## src/rtl/fc_pkg.sv

```systemverilog
// Shared FC-datapath types and default widths for the neuron accumulator.
// ACC_MAX/ACC_MIN are the saturation limits at the default accumulator width.
package fc_pkg;

    typedef enum logic [1:0] {
        IDLE  = 2'd0,
        ACCUM = 2'd1,
        HOLD  = 2'd2
    } state_t;

    localparam int DEF_DATA_LENGTH = 27;
    localparam int DEF_ACC_LENGTH  = 32;
    localparam int DEF_COUNT_WIDTH = 10;

    localparam logic signed [DEF_ACC_LENGTH-1:0] ACC_MAX = {1'b0, {(DEF_ACC_LENGTH-1){1'b1}}};
    localparam logic signed [DEF_ACC_LENGTH-1:0] ACC_MIN = {1'b1, {(DEF_ACC_LENGTH-1){1'b0}}};

endpackage

```

## src/rtl/neuron_accumulator_if.sv

```systemverilog
// Beat-in / sum-out bundle between the lane mux, the accumulator and the activation stage.
// master = the surrounding datapath, slave = neuron_accumulator.
interface neuron_accumulator_if
    import fc_pkg::*;
#(
    parameter int DATA_LENGTH = DEF_DATA_LENGTH,
    parameter int ACC_LENGTH  = DEF_ACC_LENGTH,
    parameter int COUNT_WIDTH = DEF_COUNT_WIDTH
) ();

    logic                          start;
    logic [COUNT_WIDTH-1:0]        beat_count;
    logic signed [DATA_LENGTH-1:0] in_data;
    logic                          in_valid;
    logic                          in_ready;
    logic [1:0]                    mux_sel;
    logic signed [ACC_LENGTH-1:0]  out_data;
    logic                          out_valid;
    logic                          out_ready;
    logic                          busy;

    modport master (
        output start, beat_count, in_data, in_valid, out_ready,
        input  in_ready, mux_sel, out_data, out_valid, busy
    );

    modport slave (
        input  start, beat_count, in_data, in_valid, out_ready,
        output in_ready, mux_sel, out_data, out_valid, busy
    );

endinterface

```

## src/rtl/sat_adder.sv

```systemverilog
// Sign-extending accumulator adder, purely combinational (zero latency, no handshake).
// With ACC_SATURATE_EN defined, signed overflow clamps to the most-positive/most-negative value.
module sat_adder
    import fc_pkg::*;
#(
    parameter int DATA_LENGTH = DEF_DATA_LENGTH,
    parameter int ACC_LENGTH  = DEF_ACC_LENGTH
) (
    input  logic signed [ACC_LENGTH-1:0]  i_acc,
    input  logic signed [DATA_LENGTH-1:0] i_data,
    output logic signed [ACC_LENGTH-1:0]  o_sum
);

    logic signed [ACC_LENGTH-1:0] w_ext;
    logic signed [ACC_LENGTH-1:0] w_raw;

    assign w_ext = ACC_LENGTH'(i_data);
    assign w_raw = i_acc + w_ext;

`ifdef ACC_SATURATE_EN
    localparam logic signed [ACC_LENGTH-1:0] SAT_MAX = {1'b0, {(ACC_LENGTH-1){1'b1}}};
    localparam logic signed [ACC_LENGTH-1:0] SAT_MIN = {1'b1, {(ACC_LENGTH-1){1'b0}}};

    logic w_ovf;

    // Overflow only possible when both operands share a sign and the result flips it.
    assign w_ovf = (i_acc[ACC_LENGTH-1] == w_ext[ACC_LENGTH-1]) &&
                   (w_raw[ACC_LENGTH-1] != i_acc[ACC_LENGTH-1]);
    assign o_sum = w_ovf ? (i_acc[ACC_LENGTH-1] ? SAT_MIN : SAT_MAX) : w_raw;
`else
    assign o_sum = w_raw;
`endif

endmodule

```

## src/rtl/neuron_accumulator.sv

```systemverilog
// Accumulates beat_count signed products into one pre-activation sum; result one cycle after last beat.
// Beats stall freely on in_valid; the result is held in HOLD until out_ready (saturation via ACC_SATURATE_EN).
module neuron_accumulator
    import fc_pkg::*;
#(
    parameter int DATA_LENGTH = DEF_DATA_LENGTH,
    parameter int ACC_LENGTH  = DEF_ACC_LENGTH,
    parameter int COUNT_WIDTH = DEF_COUNT_WIDTH
) (
    input  logic           clk,
    input  logic           rst_n,
    neuron_accumulator_if.slave bus
);

    state_t                       r_state;
    state_t                       w_next_state;
    logic signed [ACC_LENGTH-1:0] r_acc;
    logic [COUNT_WIDTH-1:0]       r_remaining;
    logic [1:0]                   r_mux_sel;
    logic signed [ACC_LENGTH-1:0] r_out_data;
    logic                         r_out_valid;

    logic                         w_beat;
    logic                         w_last_beat;
    logic signed [ACC_LENGTH-1:0] w_sum;

    sat_adder #(
        .DATA_LENGTH (DATA_LENGTH),
        .ACC_LENGTH  (ACC_LENGTH)
    ) u_sat_adder (
        .i_acc  (r_acc),
        .i_data (bus.in_data),
        .o_sum  (w_sum)
    );

    assign w_beat      = bus.in_valid && (r_state == ACCUM);
    assign w_last_beat = w_beat && (r_remaining == COUNT_WIDTH'(1));

    always_comb begin
        w_next_state = r_state;
        case (r_state)
            IDLE:    if (bus.start) w_next_state = (bus.beat_count != '0) ? ACCUM : HOLD;
            ACCUM:   if (w_last_beat) w_next_state = HOLD;
            HOLD:    if (bus.out_ready) w_next_state = IDLE;
            default: w_next_state = IDLE;
        endcase
    end

    always_ff @(posedge clk or negedge rst_n) begin
        if (!rst_n) begin
            r_state <= IDLE;
        end else begin
            r_state <= w_next_state;
        end
    end

    always_ff @(posedge clk or negedge rst_n) begin
        if (!rst_n) begin
            r_acc       <= '0;
            r_remaining <= '0;
            r_mux_sel   <= 2'd0;
            r_out_data  <= '0;
            r_out_valid <= 1'b0;
        end else begin
            case (r_state)
                IDLE: begin
                    if (bus.start) begin
                        if (bus.beat_count != '0) begin
                            r_acc       <= '0;
                            r_remaining <= bus.beat_count;
                            r_mux_sel   <= 2'd0;
                        end else begin
                            r_out_data  <= '0;
                            r_out_valid <= 1'b1;
                        end
                    end
                end
                ACCUM: begin
                    // mux_sel only advances on an accepted beat so a stalled product stays selected.
                    if (w_beat) begin
                        r_acc       <= w_sum;
                        r_remaining <= r_remaining - COUNT_WIDTH'(1);
                        r_mux_sel   <= r_mux_sel + 2'd1;
                        if (w_last_beat) begin
                            r_out_data  <= w_sum;
                            r_out_valid <= 1'b1;
                        end
                    end
                end
                HOLD: begin
                    if (bus.out_ready) r_out_valid <= 1'b0;
                end
                default: begin
                    r_out_valid <= 1'b0;
                end
            endcase
        end
    end

    assign bus.in_ready  = (r_state == ACCUM);
    assign bus.busy      = (r_state != IDLE);
    assign bus.mux_sel   = r_mux_sel;
    assign bus.out_data  = r_out_data;
    assign bus.out_valid = r_out_valid;

endmodule
```

## src/flat_wrapper.sv

```systemverilog
// flat-port wrapper written by rule: the top's interface ports become plain ports
module neuron_accumulator_flat import fc_pkg::*;
#(
    parameter int DATA_LENGTH = DEF_DATA_LENGTH,
    parameter int ACC_LENGTH  = DEF_ACC_LENGTH,
    parameter int COUNT_WIDTH = DEF_COUNT_WIDTH
)
  (clk, rst_n, bus_start, bus_beat_count, bus_in_data, bus_in_valid, bus_out_ready, bus_in_ready, bus_mux_sel, bus_out_data, bus_out_valid, bus_busy);
  neuron_accumulator_if #(.DATA_LENGTH(DATA_LENGTH), .ACC_LENGTH(ACC_LENGTH), .COUNT_WIDTH(COUNT_WIDTH)) bus_i ();
  input  logic clk;
  input  logic rst_n;
  input wire logic [$bits(bus_i.start)-1:0] bus_start;
  input wire logic [$bits(bus_i.beat_count)-1:0] bus_beat_count;
  input wire logic [$bits(bus_i.in_data)-1:0] bus_in_data;
  input wire logic [$bits(bus_i.in_valid)-1:0] bus_in_valid;
  input wire logic [$bits(bus_i.out_ready)-1:0] bus_out_ready;
  output wire logic [$bits(bus_i.in_ready)-1:0] bus_in_ready;
  output wire logic [$bits(bus_i.mux_sel)-1:0] bus_mux_sel;
  output wire logic [$bits(bus_i.out_data)-1:0] bus_out_data;
  output wire logic [$bits(bus_i.out_valid)-1:0] bus_out_valid;
  output wire logic [$bits(bus_i.busy)-1:0] bus_busy;
  assign bus_i.start = bus_start;
  assign bus_i.beat_count = bus_beat_count;
  assign bus_i.in_data = bus_in_data;
  assign bus_i.in_valid = bus_in_valid;
  assign bus_i.out_ready = bus_out_ready;
  assign bus_in_ready = bus_i.in_ready;
  assign bus_mux_sel = bus_i.mux_sel;
  assign bus_out_data = bus_i.out_data;
  assign bus_out_valid = bus_i.out_valid;
  assign bus_busy = bus_i.busy;
  neuron_accumulator #(.DATA_LENGTH(DATA_LENGTH), .ACC_LENGTH(ACC_LENGTH), .COUNT_WIDTH(COUNT_WIDTH)) u_core (.clk(clk), .rst_n(rst_n), .bus(bus_i));
endmodule
```

## config.mk

```make
export PLATFORM = sky130hd
export DESIGN_NAME = neuron_accumulator_flat
export DESIGN_NICKNAME = d
export VERILOG_FILES = /design/src/rtl/fc_pkg.sv /design/src/rtl/neuron_accumulator_if.sv /design/src/rtl/sat_adder.sv /design/src/rtl/neuron_accumulator.sv /design/src/flat_wrapper.sv
export SDC_FILE = /design/constraint.sdc
export NUM_CORES = 1
export LEC_CHECK = 0
export BUFFER_PORTS_ARGS = -buffer_cell sky130_fd_sc_hd__buf_2
export CAP_MARGIN = 20
export CORE_MARGIN = 2
export CORE_UTILIZATION = 55
export DETAILED_ROUTE_END_ITERATION = 16
export GPL_ROUTABILITY_DRIVEN = 0
export PLACE_DENSITY = 0.89
export SETUP_SLACK_MARGIN = 0.15
export SYNTH_ARGS = -nofsm -noshare
export SYNTH_HDL_FRONTEND = slang
export SYNTH_HIERARCHICAL = 1
export SYNTH_SLANG_ARGS = --single-unit
```

## constraint.sdc

```tcl
create_clock -name clk -period 3.45 [get_ports clk]
set_input_delay 0.1725 -clock clk [delete_from_list [all_inputs] [get_ports clk]]
set_output_delay 0.1725 -clock clk [all_outputs]
set_load 0.02 [all_outputs]
```

* Word-level counts from Yosys, hierarchy flattened *
Index checks and enable logic that the tools add are counted.

operators by class
  reductions and logical operators = 10
  add/sub/neg operators = 3
  eq/ne operators = 9
  multiplexer cells = 28

operators with widths
  operator                 count
  $mux W32                 7
  $pmux W32 S2             2
  $add A32 B27 Y32         1
  $mux W10                 3
  $pmux W10 S2             1
  $mux W2                  7
  $eq A10 B1 Y1 const B    1
  $reduce_and A5 Y1        2
  $reduce_bool A10 Y1      1
  $sub A10 B1 Y10 const B  1
  $ne A2 B1 Y1 const B     3
  $ne A2 B2 Y1 const B     3
  $pmux W2 S3              1
  $mux W1                  5
  $pmux W2 S2              1
  $reduce_and A4 Y1        1
  $reduce_bool A2 Y1       2
  $pmux W1 S3              1
  $reduce_and A3 Y1        1
  $add A2 B1 Y2 const B    1
  $eq A2 B1 Y1 const B     1
  $eq A2 B2 Y1 const B     1
  $logic_and A1 B1 Y1      2
  $logic_not A2 Y1         1

storage, ports and cells
  logic and storage cells = 56
  output and inout port bits = 37
  input bits = 42
  bits in registers = 79

* Logic depth before layout (Yosys ltp) *
  word-level depth = 6
  gate-level depth with buffers = 11
  depth with buffers taken out = 11

* By module *
Netlist, hierarchy kept.

modules (own cells, without submodules)
  module              instances  area each (µm²)  cells each
  neuron_accumulator  1          3569.7           337
  sat_adder           1          1744.2           241

* Worst setup path after synthesis *
Ideal clock, no wire load.

  path type = flip-flop to flip-flop
  start point = register u_core.r_acc[0]
  end point = register u_core.r_out_data[26] (netlist: u_core/bus.out_data[26])
  slack = 969 ps
  cell stages (with the launch flop) = 12
  arrival time = 2355 ps
  data required time = 3325 ps
  clock period less this slack = 2481 ps
  setup time = 125 ps
  buffers on the path = 0
  cells stage by stage = dfrtp_1 > ha_1 > fa_1 > a21o_1 > a31o_2 > nand3_1 > o221ai_1 > a311oi_1 > o21bai_1 > xor2_1 > nand2_1 > mux2i_1

on the way
  longest elaborated chain between the ends = 4

ends and longest elaborated chain
  item                      line                      text
  start: declaration        neuron_accumulator.sv:17  logic signed [ACC_LENGTH-1:0] r_acc;
  start signal: assignment  neuron_accumulator.sv:81  r_acc <= w_sum;
  $add A32 B27 Y32          sat_adder.sv:18           assign w_raw = i_acc + w_ext;
  net u_core.w_sum[26]      neuron_accumulator.sv:25  logic signed [ACC_LENGTH-1:0] w_sum;
  $mux W32                  neuron_accumulator.sv:84  if (w_last_beat) begin
  $mux W32                  neuron_accumulator.sv:80  if (w_beat) begin
  $pmux W32 S2              neuron_accumulator.sv:65  case (r_state)
  end signal: assignment    neuron_accumulator.sv:85  r_out_data <= w_sum;
  end: declaration          neuron_accumulator.sv:20  logic signed [ACC_LENGTH-1:0] r_out_data;

The timed path passes the listed nets, and every way through them passes these cells. The select of a mux whose other input is x is not followed.
A chain may end at the register's enable or synchronous reset.

* Worst setup path in the final report *
  start point = register u_core.r_acc[24]
  end point = register u_core.r_out_data[31] (netlist: u_core/bus.out_data[31])

Same word-level chain as after synthesis.

==> results.txt <==
The flow ran to the end, and the final reports show no timing, DRC or antenna violations. The largest net degree at the start of global routing is 80. In this run the static leakage power is slightly below 3 nW. The final global-route overflow total came out at 0. Traced cell by cell, the critical path runs through ha_1 > a21oi_1 > o21bai_1 > a21oi_1 > nor2_1 > a2111oi_0 > o21ai_0 > or3_1 > nand2_1 > mux2i_1. By instance count, the cell type seen most on the critical path is sky130_fd_sc_hd__a21oi_1. The final number of max-transition violations came out at 0. The average vias per placed instance came out at between 5 and 6. The number of DRC markers after the initial detailed-route iteration is 280. In this run the remaining antenna-violating nets after routing total 0. The final clock skew is about 0.015 ns. In this run the tool buffered the top-level ports with 78 buffer cells.

The share of post-route cells with drive strength above 1 came out at 0.203. The total negative slack for setup checks came out at 0 ns. The summed instance area of the synthesized netlist came out at 5310 µm². The final hold slack came out at 0.0927 ns. The count of inserted antenna diode cells came out at 0. The final number of hold-violating endpoints came out at 0. The root buffer cell chosen for the clock tree is sky130_fd_sc_hd__clkbuf_8. The first global-routing pass estimated roughly 21000 µm of wire. VDD sags by at most between 0.2 and 0.3 mV. The initialized floorplan defines 35 standard-cell rows. The standard cell core area came out at roughly 9300 µm². Static timing analysis puts the maximum clock frequency at 333 MHz. The most instantiated flip-flop cell in the synthesis netlist is sky130_fd_sc_hd__dfrtp_1.

In the layout the commonest cells are 79 x sky130_fd_sc_hd__dfrtp_1, 77 x sky130_fd_sc_hd__buf_2, 75 x sky130_fd_sc_hd__nand2_1. Setup repair after global routing left no endpoint under its margin. The y dimension of the die came out at slightly above 100 µm. The final core area utilization is 0.642. Of the available clock period, the critical path in the final layout requires 0.870.

The commonest non-fill, non-tap cell in the layout is sky130_fd_sc_hd__dfrtp_1. In the routed design, unresolved DRC markers number 0. For this design, the sink count on the clock tree is just under 80.

Summed over all instances, the cell type with the most area after synthesis is sky130_fd_sc_hd__dfrtp_1. In the global route stage, overall resource usage came out at 0.252. The total power consumption of the routed design came out at around 4.7 mW. The top-level port count came out at just under 80. For this configuration, the core starts out at a cell density of 0.570. After detailed routing, the average wire length per cell comes to 16.1 µm.

The synthesized design contains 0 enable-type register cells. The element type at the critical path start is a flip-flop. The register bit total from synthesis came out at ~80. Along the worst path, the maximum fanout reaches 10.

The number of distinct library cell variants in the gate-level netlist after synthesis is between 60 and 70. In the synthesized netlist the async set-or-reset flop fraction comes to 1.00. The initial antenna violation count came out at 0.

The number of buffers on the longest clock path is 2. The synthesis warning total came out at 6. The worst setup path is captured at a flip-flop. The power per cell area is about 790 nW/µm². After clock tree synthesis, the clock-pin slew on the worst setup and hold paths is about 0.090 ns. The clock latency reported for the late side of the worst-skew pair is around 0.36 ns. The number of global-route vias before repair came out at around 4.7k.

The endpoint required time on the critical path came out at approximately 3.7 ns. The layout-stage area growth over the synthesis result came out at 12.7%. The delay of the slowest cell on the worst path came out at between 0.6 and 0.7 ns.

The number of cells produced by synthesis is around 580. The count of fill cells added during filler insertion is 770. The clock tree from TritonCTS is built. The HPWL after detailed placement came out at ~9000 µm. The category of the most critical setup path is flip-flop to flip-flop. The slew at the pin closest to its max-slew limit is ~1.1 ns. The length of the first detailed-routing pass in iterations came out at 5. Data arrives at the worst endpoint at approximately 3.2 ns. The depth of the CTS H-tree came out at 3. The portion of the post-synthesis area used by sequential elements is 0.372. Setup violations remaining at the end of the flow were counted as 0. The time the worst path needs with I/O delays and setup is about 3.0 ns. For this block, the routed nets add up to around 13000 µm of wire. The number of max-cap violations came out at 0. The via count of the routed design is 4673.

The count of instances resized after the clock tree is built came out at 0. The standard cell with the maximum stage delay on the critical path is sky130_fd_sc_hd__a2111oi_0. The worst min-delay path category is input pin to flip-flop.

The area of the die is 10500 µm². The die is roughly 100 µm wide. The relative slew slack came out at 0.276.

The area share of the largest cell type after synthesis is 0.372. The synthesized area divided by synthesized cell count is between 9 and 10 µm². The number of clock buffers added by TritonCTS is 9. Synthesis produced a netlist with a net count of between 600 and 700.

After synthesis, the cell types taking the most area are sky130_fd_sc_hd__dfrtp_1 37%, sky130_fd_sc_hd__ha_1 7.8%, sky130_fd_sc_hd__nand2_1 5.3%. The number of nets in the layout came out at just over 700.
## cell families (layout without fill, tap and decap cells)
group                    count (synthesis)  after routing  share of synthesized area
AO/OA/AOI/OAI                          154            154                      0.194
flip-flops                              79             79                      0.372
XOR/XNOR                                28             28                     0.0462
buffers and inverters                   67            139                     0.0546
multiplexers                            44             44                     0.0947
AND/OR/NAND/NOR                        172            172                      0.157
adder cells (fa/ha/maj)                 34             34                     0.0815
## registers in the layout, summed over array words and instances, names as in the netlist
register,count
u_core/r_remaining,10
u_core/bus.out_data,32
u_core/bus.mux_sel,2
u_core/bus.out_valid,1
u_core/r_acc,32
u_core/r_state,2
## cell usage after synthesis (5+ instances only)
cell and count:
sky130_fd_sc_hd__dfrtp_1 79, sky130_fd_sc_hd__xnor2_1 13, sky130_fd_sc_hd__inv_1 36, sky130_fd_sc_hd__nor2_1 23, sky130_fd_sc_hd__a21oi_1 40, sky130_fd_sc_hd__mux2_4 10, sky130_fd_sc_hd__nand2_1 75, sky130_fd_sc_hd__buf_4 7
sky130_fd_sc_hd__ha_1 33, sky130_fd_sc_hd__a21o_1 19, sky130_fd_sc_hd__nor3_1 9, sky130_fd_sc_hd__nand4_1 12, sky130_fd_sc_hd__mux2i_1 24, sky130_fd_sc_hd__and3_1 12, sky130_fd_sc_hd__clkbuf_1 17, sky130_fd_sc_hd__o211ai_1 5
sky130_fd_sc_hd__o21ai_0 41, sky130_fd_sc_hd__nand3_1 15, sky130_fd_sc_hd__mux2_1 7, sky130_fd_sc_hd__xor2_1 15
## worst max-delay path, delay by kind of cell, from the launching register on
kind | cells | cell delay (ns)
AOI/OAI and AO/OA | 5 | 1.39
adders and majority gates | 1 | 0.44
DFF | 1 | 0.40
muxes | 1 | 0.08
and+or+nand+nor | 3 | 0.55
## worst paths after layout
path	slack [ns]	startpoint	to	cells past startpoint
worst max-delay path	0.45	u_core/r_acc[24]$_DFFE_PN0P_	u_core/bus.out_data[31]$_DFFE_PN0P_	10
worst min-delay path	0.09	bus_beat_count[2]	u_core/r_remaining[2]$_DFFE_PN0P_	3
worst max register to register	0.45	u_core/r_acc[24]$_DFFE_PN0P_	u_core/bus.out_data[31]$_DFFE_PN0P_	10
worst min register to register	0.49	u_core/bus.out_data[7]$_DFFE_PN0P_	u_core/bus.out_data[7]$_DFFE_PN0P_	1
max in group asynchronous	2.72	rst_n	u_core/bus.out_data[10]$_DFFE_PN0P_	3
min in group asynchronous	0.16	rst_n	u_core/bus.mux_sel[0]$_DFFE_PN0P_	2
## per-layer routing
layer / global-route usage / up-vias / routed length [µm]
li1: - / 2199 / -
met1: 0.314 / 2233 / 5330
met2: 0.416 / 194 / 6120
met3: 0.0506 / 47 / 691
met4: 0.131 / 0 / 425
met5: 0 / - / 0
## what timing repair did
item	in CTS	in global routing
buffers inserted	0	0
hold buffers	1	0
endpoints found under the hold margin	5	0
## area by class of cell
type / instances / area [µm²] / share of cell area
repair buffers: 87 / 483 / 0.0806
clock inverters: 7 / 55.1 / 0.00919
multi-input cells: 432 / 3050 / 0.510
inverters: 36 / 135 / 0.0226
well taps: 129 / 161 / 0.0269
clock buffers: 9 / 124 / 0.0207
flip-flops and latches: 79 / 1980 / 0.330
## stage by stage
step	area [µm²]	instances	setup WS (ns)
3_5_place_dp	5770	761	0.696
5_1_grt	5990	779	0.338
3_3_place_gp	5770	761	0.794
4_1_cts	5960	778	0.585
6_report	5990	779	0.450
2_1_floorplan	5310	578	0.969
## report_power, final
part / internal (mW) / switching (mW)
Sequential: 1.17 / 0.168
Clock: 0.270 / 0.376
Combinational: 1.17 / 1.57
Total: 2.61 / 2.11
No activity file was read; power rests on OpenSTA's default activity.
